===== config.mk =====
export PLATFORM = sky130hd
export DESIGN_NAME = nonce_result_scanner
export DESIGN_NICKNAME = d
export VERILOG_FILES = /design/src/rtl/nonce_result_scanner.sv
export SDC_FILE = /design/constraint.sdc
export NUM_CORES = 1
export LEC_CHECK = 0
export ABC_AREA = 1
export CORE_UTILIZATION = 50
export CTS_BUF_LIST = sky130_fd_sc_hd__clkbuf_4
export DETAILED_ROUTE_END_ITERATION = 10
export GPL_TIMING_DRIVEN = 0
export HOLD_SLACK_MARGIN = 0.12
export PLACE_DENSITY = 0.83
export SLEW_MARGIN = 0
export SYNTH_ARGS = -nofsm -noshare
export SYNTH_HDL_FRONTEND = slang
export SYNTH_SLANG_ARGS = --single-unit

===== constraint.sdc =====
create_clock -name clk -period 5.3 [get_ports clk]
set_clock_uncertainty 0.2 [all_clocks]
set_input_delay 1.06 -clock clk [delete_from_list [all_inputs] [get_ports clk]]
set_output_delay 1.06 -clock clk [all_outputs]
set_load 0.05 [all_outputs]

===== src/rtl/nonce_result_scanner.sv =====
// nonce_result_scanner: reads back the nonce-sweep H0 table and reports hits, best hash/nonce and hit count.
// Optional macro SCAN_EARLY_EXIT_EN: stop the scan on the first H0 below target.
module nonce_result_scanner #(
    parameter int NUM_NONCES = 16,
    parameter int ADDR_W     = 16,
    parameter int RD_LAT     = 1,
    localparam int NONCE_W   = (NUM_NONCES > 1) ? $clog2(NUM_NONCES) : 1,
    localparam int CNT_W     = $clog2(NUM_NONCES + 1)
) (
    input  logic               clk,
    input  logic               reset,
    input  logic               start,
    input  logic [ADDR_W-1:0]  result_addr,
    input  logic [31:0]        target,
    output logic               done,
    output logic               found,
    output logic [NONCE_W-1:0] best_nonce,
    output logic [31:0]        best_hash,
    output logic [CNT_W-1:0]   hit_count,
    output logic               mem_clk,
    output logic               mem_we,
    output logic [ADDR_W-1:0]  mem_addr,
    output logic [31:0]        mem_write_data,
    input  logic [31:0]        mem_read_data
);

`ifdef SCAN_EARLY_EXIT_EN
    localparam bit EARLY_EXIT = 1'b1;
`else
    localparam bit EARLY_EXIT = 1'b0;
`endif

    typedef enum logic [1:0] {S_IDLE, S_ISSUE, S_DRAIN} state_t;

    state_t               state_reg, state_next;
    logic [CNT_W-1:0]     issue_cnt_reg;
    logic [NONCE_W-1:0]   cap_cnt_reg;
    logic [RD_LAT:0]      tag_reg;
    logic [31:0]          target_reg;
    logic [ADDR_W-1:0]    mem_addr_reg;
    logic                 done_reg;
    logic                 found_reg;
    logic [NONCE_W-1:0]   best_nonce_reg;
    logic [31:0]          best_hash_reg;
    logic [CNT_W-1:0]     hit_count_reg;

    logic cap_valid, is_hit, last_cap, stop_scan;
    logic load_en, step_en, cap_en, tag_flush;

    // The oldest tag marks the cycle in which mem_read_data holds an issued word.
    assign cap_valid = tag_reg[RD_LAT];
    assign is_hit    = mem_read_data < target_reg;
    assign last_cap  = cap_cnt_reg == NONCE_W'(NUM_NONCES - 1);
    assign stop_scan = cap_valid && (last_cap || (EARLY_EXIT && is_hit));

    always_ff @(posedge clk) begin
        if (reset) begin
            state_reg <= S_IDLE;
        end else begin
            state_reg <= state_next;
        end
    end

    always_comb begin
        state_next = state_reg;
        case (state_reg)
            S_IDLE: begin
                if (start) state_next = S_ISSUE;
            end
            S_ISSUE: begin
                if (stop_scan)
                    state_next = S_IDLE;
                else if (issue_cnt_reg == CNT_W'(NUM_NONCES))
                    state_next = S_DRAIN;
            end
            S_DRAIN: begin
                if (stop_scan) state_next = S_IDLE;
            end
            default: state_next = S_IDLE;
        endcase
    end

    always_comb begin
        load_en   = 1'b0;
        step_en   = 1'b0;
        cap_en    = 1'b0;
        tag_flush = (state_next == S_IDLE);
        case (state_reg)
            S_IDLE:  load_en = start;
            S_ISSUE: begin
                step_en = (state_next == S_ISSUE);
                cap_en  = cap_valid;
            end
            S_DRAIN: cap_en = cap_valid;
            default: ;
        endcase
    end

    // Address issue and capture bookkeeping; leaving the scan discards in-flight tags.
    always_ff @(posedge clk) begin
        if (reset) begin
            tag_reg       <= '0;
            mem_addr_reg  <= '0;
            issue_cnt_reg <= '0;
            cap_cnt_reg   <= '0;
            target_reg    <= '0;
        end else begin
            tag_reg <= tag_flush ? '0 : {tag_reg[RD_LAT-1:0], load_en | step_en};
            if (load_en) begin
                mem_addr_reg  <= result_addr;
                issue_cnt_reg <= CNT_W'(1);
                cap_cnt_reg   <= '0;
                target_reg    <= target;
            end else begin
                if (step_en) begin
                    mem_addr_reg  <= mem_addr_reg + ADDR_W'(1);
                    issue_cnt_reg <= issue_cnt_reg + CNT_W'(1);
                end
                if (cap_en) cap_cnt_reg <= cap_cnt_reg + NONCE_W'(1);
            end
        end
    end

    always_ff @(posedge clk) begin
        if (reset) begin
            done_reg       <= 1'b1;
            found_reg      <= 1'b0;
            best_nonce_reg <= '0;
            best_hash_reg  <= '1;
            hit_count_reg  <= '0;
        end else begin
            done_reg <= (state_reg == S_IDLE);
            if (load_en) begin
                found_reg      <= 1'b0;
                best_nonce_reg <= '0;
                best_hash_reg  <= '1;
                hit_count_reg  <= '0;
            end else if (cap_en) begin
                if (EARLY_EXIT && is_hit) begin
                    // A first hit is necessarily below every earlier non-hit word.
                    found_reg      <= 1'b1;
                    hit_count_reg  <= CNT_W'(1);
                    best_nonce_reg <= cap_cnt_reg;
                    best_hash_reg  <= mem_read_data;
                end else begin
                    if (is_hit) begin
                        found_reg <= 1'b1;
                        if (hit_count_reg != CNT_W'(NUM_NONCES))
                            hit_count_reg <= hit_count_reg + CNT_W'(1);
                    end
                    if (mem_read_data < best_hash_reg) begin
                        best_nonce_reg <= cap_cnt_reg;
                        best_hash_reg  <= mem_read_data;
                    end
                end
            end
        end
    end

    assign done           = done_reg;
    assign found          = found_reg;
    assign best_nonce     = best_nonce_reg;
    assign best_hash      = best_hash_reg;
    assign hit_count      = hit_count_reg;
    assign mem_clk        = clk;
    assign mem_we         = 1'b0;
    assign mem_addr       = mem_addr_reg;
    assign mem_write_data = '0;

endmodule


Word level (Yosys, flattened, before mapping)
Cells that the tools add are included.
- register bits after elaboration: 104
- latch bits: 0
- bits in writable memories: 0
- memory bits (read-only): 0
- output and inout bits: 93
- memories: 0
- $add $sub $neg: 4
- $mul: 0
- div/mod/pow operators: 0
- order comparisons: 2
- eq/ne operators: 6
- shifts and indexed selects: 0
- multiplexer cells: 12
- bitwise operators: 1
- reduce and logical (&&, ||, !) cells: 10
- operators by type and width (cell ; number):
    32-bit less-than comparator ; 2
    16-bit 2-to-1 mux ; 2
    16-bit by 1-bit adder with 16-bit output, second input constant ; 1
    5-bit by 1-bit adder with 5-bit output, second input constant ; 2
    2-bit 2-to-1 mux ; 4
    2-bit case mux with 3 select lines ; 1
    2-bit OR reduction ; 3
    5-bit equality test, second input constant ; 1
    1-bit 2-to-1 mux ; 5
    5-bit != test, second input constant ; 1
    4-bit by 1-bit adder with 4-bit output, second input constant ; 1
    2-bit by 1-bit equality test with 1-bit output, second input constant ; 2
    4-bit equality test, second input constant ; 1
    2-bit zero test ; 2
    2-bit AND reduction ; 2
    3-bit AND reduction ; 1
    2-bit equality test, second input constant ; 1
    2-bit nonzero test ; 1
    1-bit logical AND ; 1
    1-bit bitwise OR ; 1

Longest topological paths before layout
Gate-level depths: netlist of run 1.
- depth in word-level cells: 8
- gate-level depth with buffers: 16

==> results_dict.tcl, run 1 <==
set metrics [dict create \
    ys_warn_count 0 \
    final_cell_mix "167 x nand2_1, 142 x clkdlybuf4s50_1, 108 x inv_1" \
    power_density_mw_per_mm2 235 \
    grt_pass1_vias 5987 \
    vias_per_cell 5.08 \
    synth_top_area_cell "dfxtp_1" \
    netlist.area_leader.share_pct 32.8 \
    swShare_pct 33.3 \
    die_area_mm2 0.0131 \
    p_total_mw 1.95 \
    rsz0062_at_grt "false" \
    grt-ovfl-total 0 \
    final_common_cell "nand2_1" \
    cts_setup_buffers 0 \
    syn_area_mm2 0.00635 \
    fillers 1062 \
    status "finished, final reports clean" \
    drc 0 \
    cts_resized 0 \
    syn_area_per_cell_um2 7.20 \
    via_count 6314 \
    worst-path-buf-inv 4 \
    crit_top_cell "clkbuf_4" \
    nNetsFinal 1224 \
    grt_pass1_wl_um 26700 \
    slew_violations 0 \
    grt_usage_pct 25.8 \
    fp.dieW_um 115 \
    pin_count 176 \
    synthCells 881 \
    setup_viol 0 \
    grt_max_degree 18 \
    clk-insertion-delay-late_ns 0.59 \
    maxSlewHeadroom_pct 58.4 \
    start_kind "clock port" \
    ys_ff_latch 104 \
    cp_cell_sequence "clkbuf_4 > clkbuf_4 > buf_4 > clkdlybuf4s50_1" \
    worstPathRequired_ns 4.04 \
    crit_type "clock port to output pin" \
    yosysSeqAreaShare_pct 32.8 \
    worst_setup_path_end_kind "output pin" \
    postCtsHoldBufs 0 \
    power.internal_mw 1.30 \
    drive_gt1_share_pct 7.54 \
    coreArea_mm2 0.0122 \
    initial_utilization_pct 52.0 \
    path_max_fanout 3 \
    die_height_um 115 \
    portBuffers 142 \
    final_hold_viol_count 0 \
    first_pass_iters 5 \
    dp_hpwl_um 12600 \
    cp_slowest_stage_delay_ns 0.68 \
    gp_congestion 0.874 \
    fin_setup_tns_ns 0 \
    syn_to_final_growth_pct 30.9 \
    crit_family "buffers and inverters" \
    clkPwrFrac_pct 30.8 \
    combPwrFrac_pct 25.5 \
    postRouteAntennaNets 0 \
    cp_slowest_cell "clkdlybuf4s50_1" \
    p_seq_share_pct 43.7 \
    synthTopCellsByArea "dfxtp_1 33%, ha_1 14%, nand2_1 9.9%" \
    ir_worst_vdd_mv 0.316 \
    drt_iter0_markers 406 \
    std_cell_rows 40 \
    drv_cap 0 \
    power_switching_uw 649 \
    p_leak_nw 4.11 \
    wire_per_inst_um 13.3 \
    synth.distinct_cells 41 \
    hold_path.class "flip-flop to flip-flop" \
    wl_um 16500 \
    worstMarginPinSlew_ns 0.624 \
    cts_tree "done" \
    clkTransAtPathRegs_ns 0.16 \
    antenna_found_initial 0 \
    worstPathArrival_ns 3.68 \
]
Yosys cell counts, drive strengths merged:
| master | n |
|---|---|
| a211oi | 1 |
| a21boi | 1 |
| a21o | 1 |
| a21oi | 73 |
| and3 | 1 |
| buf | 44 |
| clkbuf | 25 |
| clkinv | 1 |
| conb | 1 |
| dfxtp | 104 |
| ha | 72 |
| inv | 110 |
| nand2 | 172 |
| nand3 | 60 |
| nand3b | 3 |
| nand4 | 43 |
| nor2 | 78 |
| nor3 | 9 |
| nor4 | 1 |
| o21a | 1 |
| o21ai | 59 |
| o21bai | 3 |
| o31ai | 4 |
| or2 | 5 |
| xnor2 | 5 |
| xor2 | 4 |
layer usage:
layer	global-route usage, %	routed length (um)	vias to the layer above
li1	-	-	3217
met5	0	0	-
met3	6.35	1280	36
met2	44.7	7840	240
met1	29.4	6880	2821
met4	12.9	476	0
per-stage QoR:
step / utilization, % / instance area [um^2] / worst slack, ns / std cells / hold slack, ns
detailed placement: 66.3 / 8100 / 0.604 / 1223 / 0.203
CTS: 68.0 / 8310 / 0.344 / 1242 / 0.223
finish: 68.1 / 8310 / 0.360 / 1243 / 0.222
global placement: 66.3 / 8100 / 0.604 / 1223 / 0.201
global route: 68.0 / 8310 / 0.345 / 1242 / 0.262
floorplan: - / 6470 / 1.22 / 913 / 0.194
worst min-delay path, cell delays in order, from the launching register on:
cell	delay, ns
dfxtp_1	0.33
inv_1	0.04
nor2_1	0.03
path summary, 6_finish.rpt:
path	startpoint	to	slack [ns]	cells past startpoint
worst min-delay path	tag_reg[0]$_SDFF_PP0_	tag_reg[1]$_SDFF_PP0_	0.22	2
worst min register to register	tag_reg[0]$_SDFF_PP0_	tag_reg[1]$_SDFF_PP0_	0.22	2
worst max-delay path	clk	mem_clk	0.36	4
worst max register to register	state_reg[0]$_SDFF_PP0_	best_hash[10]$_SDFFE_PP1P_	2.68	8
power groups by stage:
stage	clock (mW)	combinational [mW]	sequential, mW
after floorplan	0.0407	0.277	0.920
after global placement	0.0540	0.484	0.868
after detailed placement	0.0540	0.494	0.869
after CTS	0.616	0.497	0.853
after global routing	0.648	0.547	0.859
final	0.601	0.498	0.853
cell type report:
class | count | area (um^2) | area share, %
clock inverters | 7 | 119 | 1.43
well taps | 168 | 210 | 2.53
clock buffers | 13 | 100 | 1.20
multi-input cells | 629 | 3540 | 42.7
plain buffers | 69 | 424 | 5.10
repair buffers | 141 | 1410 | 17.0
flip-flops and latches | 104 | 2080 | 25.1
diodes | 1 | 2.50 | 0.0301
inverters | 111 | 417 | 5.01
logic make-up (layout without fill, tap and decap cells):
kind of cell	after synthesis	after routing	synth area share (%)
AO/OA/AOI/OAI	143	143	11.9
flip-flops	104	104	32.8
buffers and inverters	180	341	13.2
AND/OR/NAND/NOR	372	372	26.6
XOR/XNOR	9	9	1.24
adder cells (fa/ha/maj)	72	72	14.2
other	1	34	0.0591
(Power assumes the default switching activity.)
==> inputs of run 2 (changes only) <==
--- a/config.mk
+++ b/config.mk
@@ -5,7 +5,6 @@
 export SDC_FILE = /design/constraint.sdc
 export NUM_CORES = 1
 export LEC_CHECK = 0
-export ABC_AREA = 1
 export CORE_UTILIZATION = 50
 export CTS_BUF_LIST = sky130_fd_sc_hd__clkbuf_4
 export DETAILED_ROUTE_END_ITERATION = 10
==> run 2 against run 1 <==
Design area decreased by 2.6%. Register-to-register slack worse by 0.27 ns. Hold slack gained 0.011 ns. Largest cell class unchanged. Wire length down 9.8%. Combinational power is 14% lower. Sequential share of layout area up 0.68 points. Non-clock buffer count fell by 2. First-iteration DRC count shrank 49%. Sequential power shrank 2%.
==> results_dict.tcl, run 2 <==
set metrics [dict create \
    synthXorXnorAreaFrac_pct 2.99 \
    power_switching_uw 602 \
    cp_slowest_stage_delay_ns 0.69 \
    worstPathRequired_ns 4.04 \
    portBuffers 142 \
    power.internal_mw 1.27 \
    final_hold_viol_count 0 \
    cts_tree "done" \
    cts_resized 0 \
    slew_violations 0 \
    nNetsFinal 1107 \
    synthTopCellsByArea "dfxtp_1 34%, ha_1 15%, mux2i_1 6.5%" \
    die_height_um 113 \
    syn_area_mm2 0.00616 \
    final_common_cell "clkdlybuf4s50_1" \
    cp_cell_sequence "clkbuf_4 > clkbuf_4 > buf_4 > clkdlybuf4s50_1" \
    fillers 1039 \
    ys_warn_count 0 \
    setup_viol 0 \
    hold_path.class "flip-flop to flip-flop" \
    cp.depth 4 \
    postRouteAntennaNets 0 \
    cp_slowest_cell "clkdlybuf4s50_1" \
    synthAdderAreaFrac_pct 14.6 \
    initial_utilization_pct 51.3 \
    drv_cap 0 \
    ir_worst_vdd_mv 0.358 \
    worstMarginPinSlew_ns 0.766 \
    netlist.area_leader.share_pct 33.8 \
    maxSlewHeadroom_pct 47.6 \
    yosys.area_share.simple_pct 18.9 \
    via_count 5592 \
    final_cell_mix "142 x clkdlybuf4s50_1, 104 x nand2_1, 104 x dfxtp_1" \
    synth_flop_cell "dfxtp_1" \
    p_seq_share_pct 44.7 \
    grt_max_degree 18 \
    worst_setup_path_end_kind "output pin" \
    clk-insertion-delay-late_ns 0.57 \
    first_pass_iters 4 \
    rr_worst_depth 7 \
    std_cell_rows 40 \
    synth_top_family_by_area "simple AND/OR/NAND/NOR gates" \
    synth.distinct_cells 51 \
    synthTopCellsByCount "104 x dfxtp_1, 104 x nand2_1, 95 x nor2_1" \
    synth_compound_area_share_pct 12.2 \
    synth.area.mux_share_pct 6.68 \
    p_leak_nw 3.56 \
    crit_top_cell "clkbuf_4" \
    dp_hpwl_um 11500 \
    area.sequential_mm2 0.00208 \
    rsz0062_at_grt "false" \
    cts_setup_buffers 0 \
    combPwrFrac_pct 23.0 \
    multi_input_area_mm2 0.00353 \
    yosysSeqAreaShare_pct 33.8 \
    path_max_fanout 2 \
    worst-path-buf-inv 4 \
    power_density_mw_per_mm2 231 \
    swShare_pct 32.2 \
    grt_usage_pct 24.4 \
    gp_congestion 0.828 \
    fp.dieW_um 113 \
    clkPwrFrac_pct 32.4 \
    worstPathArrival_ns 3.68 \
    syn_to_final_growth_pct 31.4 \
    synth_top_area_cell "dfxtp_1" \
    vias_per_cell 5.07 \
    fin_setup_tns_ns 0 \
    drt_iter0_markers 206 \
    worst_hold_path.num_cells 2 \
    wl_um 14900 \
    die_area_mm2 0.0128 \
    synth_edf_count 0 \
    wire_per_inst_um 13.5 \
    dp_cells 1085 \
    grt_pass1_wl_um 24800 \
    crit_family "buffers and inverters" \
    crit_type "clock port to output pin" \
    postCtsHoldBufs 0 \
    coreArea_mm2 0.0120 \
    start_kind "clock port" \
    synthCells 764 \
    pin_count 176 \
    drive_gt1_share_pct 6.69 \
    stdcell_count 1104 \
    drc 0 \
    ys_ff_latch 104 \
    async_flop_share_pct 0 \
    status "finished, final reports clean" \
    grt-ovfl-total 0 \
    syn_area_per_cell_um2 8.06 \
    clkTransAtPathRegs_ns 0.16 \
    antenna_found_initial 0 \
    grt_pass1_vias 5325 \
    diodes 0 \
]
run 2: cell count changes after synthesis, moves of 20 or more:
cell	previous run	this run
a211oi_1	1	21
mux2i_1	0	40
nor2_1	75	95
nand4_1	43	13
inv_1	108	71
nand2_1	167	104
nand3_1	59	22
o21ai_0	56	11
run 2: logic make-up after synthesis:
| logic type | Yosys count |
|---|---|
| simple gates | 266 |
| buf+inv | 138 |
| compound gates | 121 |
| flops | 104 |
| fa+ha+maj | 72 |
| mux | 41 |
| xor+xnor | 21 |
| other cells | 1 |
run 2: metrics by stage:
stage	util [%]	hold WS, ns	setup slack (ns)	cell area [um^2]	power, mW
floorplan	-	0.195	1.22	6280	1.17
detailed placement	65.6	0.205	0.604	7880	1.33
global placement	65.6	0.204	0.604	7880	1.33
finish	67.4	0.233	0.362	8090	1.87
CTS	67.4	0.228	0.350	8090	1.88
global route	67.4	0.232	0.335	8090	1.96
run 2: layer usage:
layer	part of all wire [%]	GRT usage [%]
met1	46	30.9
met2	46	40.8
met3	4.7	3.80
met4	2.9	11.7
met5	0	0
run 2: power groups by stage:
stage	Clock, mW	Sequential, mW	Combinational [mW]
2_1_floorplan	0.0407	0.892	0.237
3_3_place_gp	0.0540	0.851	0.421
3_5_place_dp	0.0540	0.853	0.428
4_1_cts	0.617	0.836	0.431
5_1_grt	0.650	0.841	0.471
6_report	0.606	0.836	0.429
run 2: final timing paths:
| kind | from | endpoint | slack (ns) |
|---|---|---|---|
| min reg2reg | tag_reg[0]$_SDFF_PP0_ | tag_reg[1]$_SDFF_PP0_ | 0.23 |
| max reg2reg | state_reg[0]$_SDFF_PP0_ | hit_count[1]$_SDFFE_PP0P_ | 2.41 |
| min | tag_reg[0]$_SDFF_PP0_ | tag_reg[1]$_SDFF_PP0_ | 0.23 |
| max | clk | mem_clk | 0.36 |
run 2: worst register-to-register path: cells and delay by family (launching register included):
family / cells / cell delay [ns]
DFF: 1 / 0.45
muxes: 1 / 0.22
adders and majority gates: 1 / 0.33
and+or+nand+nor: 2 / 0.40
AOI/OAI and AO/OA: 2 / 1.16
buffers and inverters: 1 / 0.09
run 2: final cells by class:
cell class | instances | area share (%)
multi-input combinational | 554 | 43.7
sequential | 104 | 25.7
timing repair buffer | 141 | 17.4
buffer | 67 | 4.90
inverter | 71 | 3.29
tap | 147 | 2.27
clock inverter | 7 | 1.45
clock buffer | 13 | 1.24
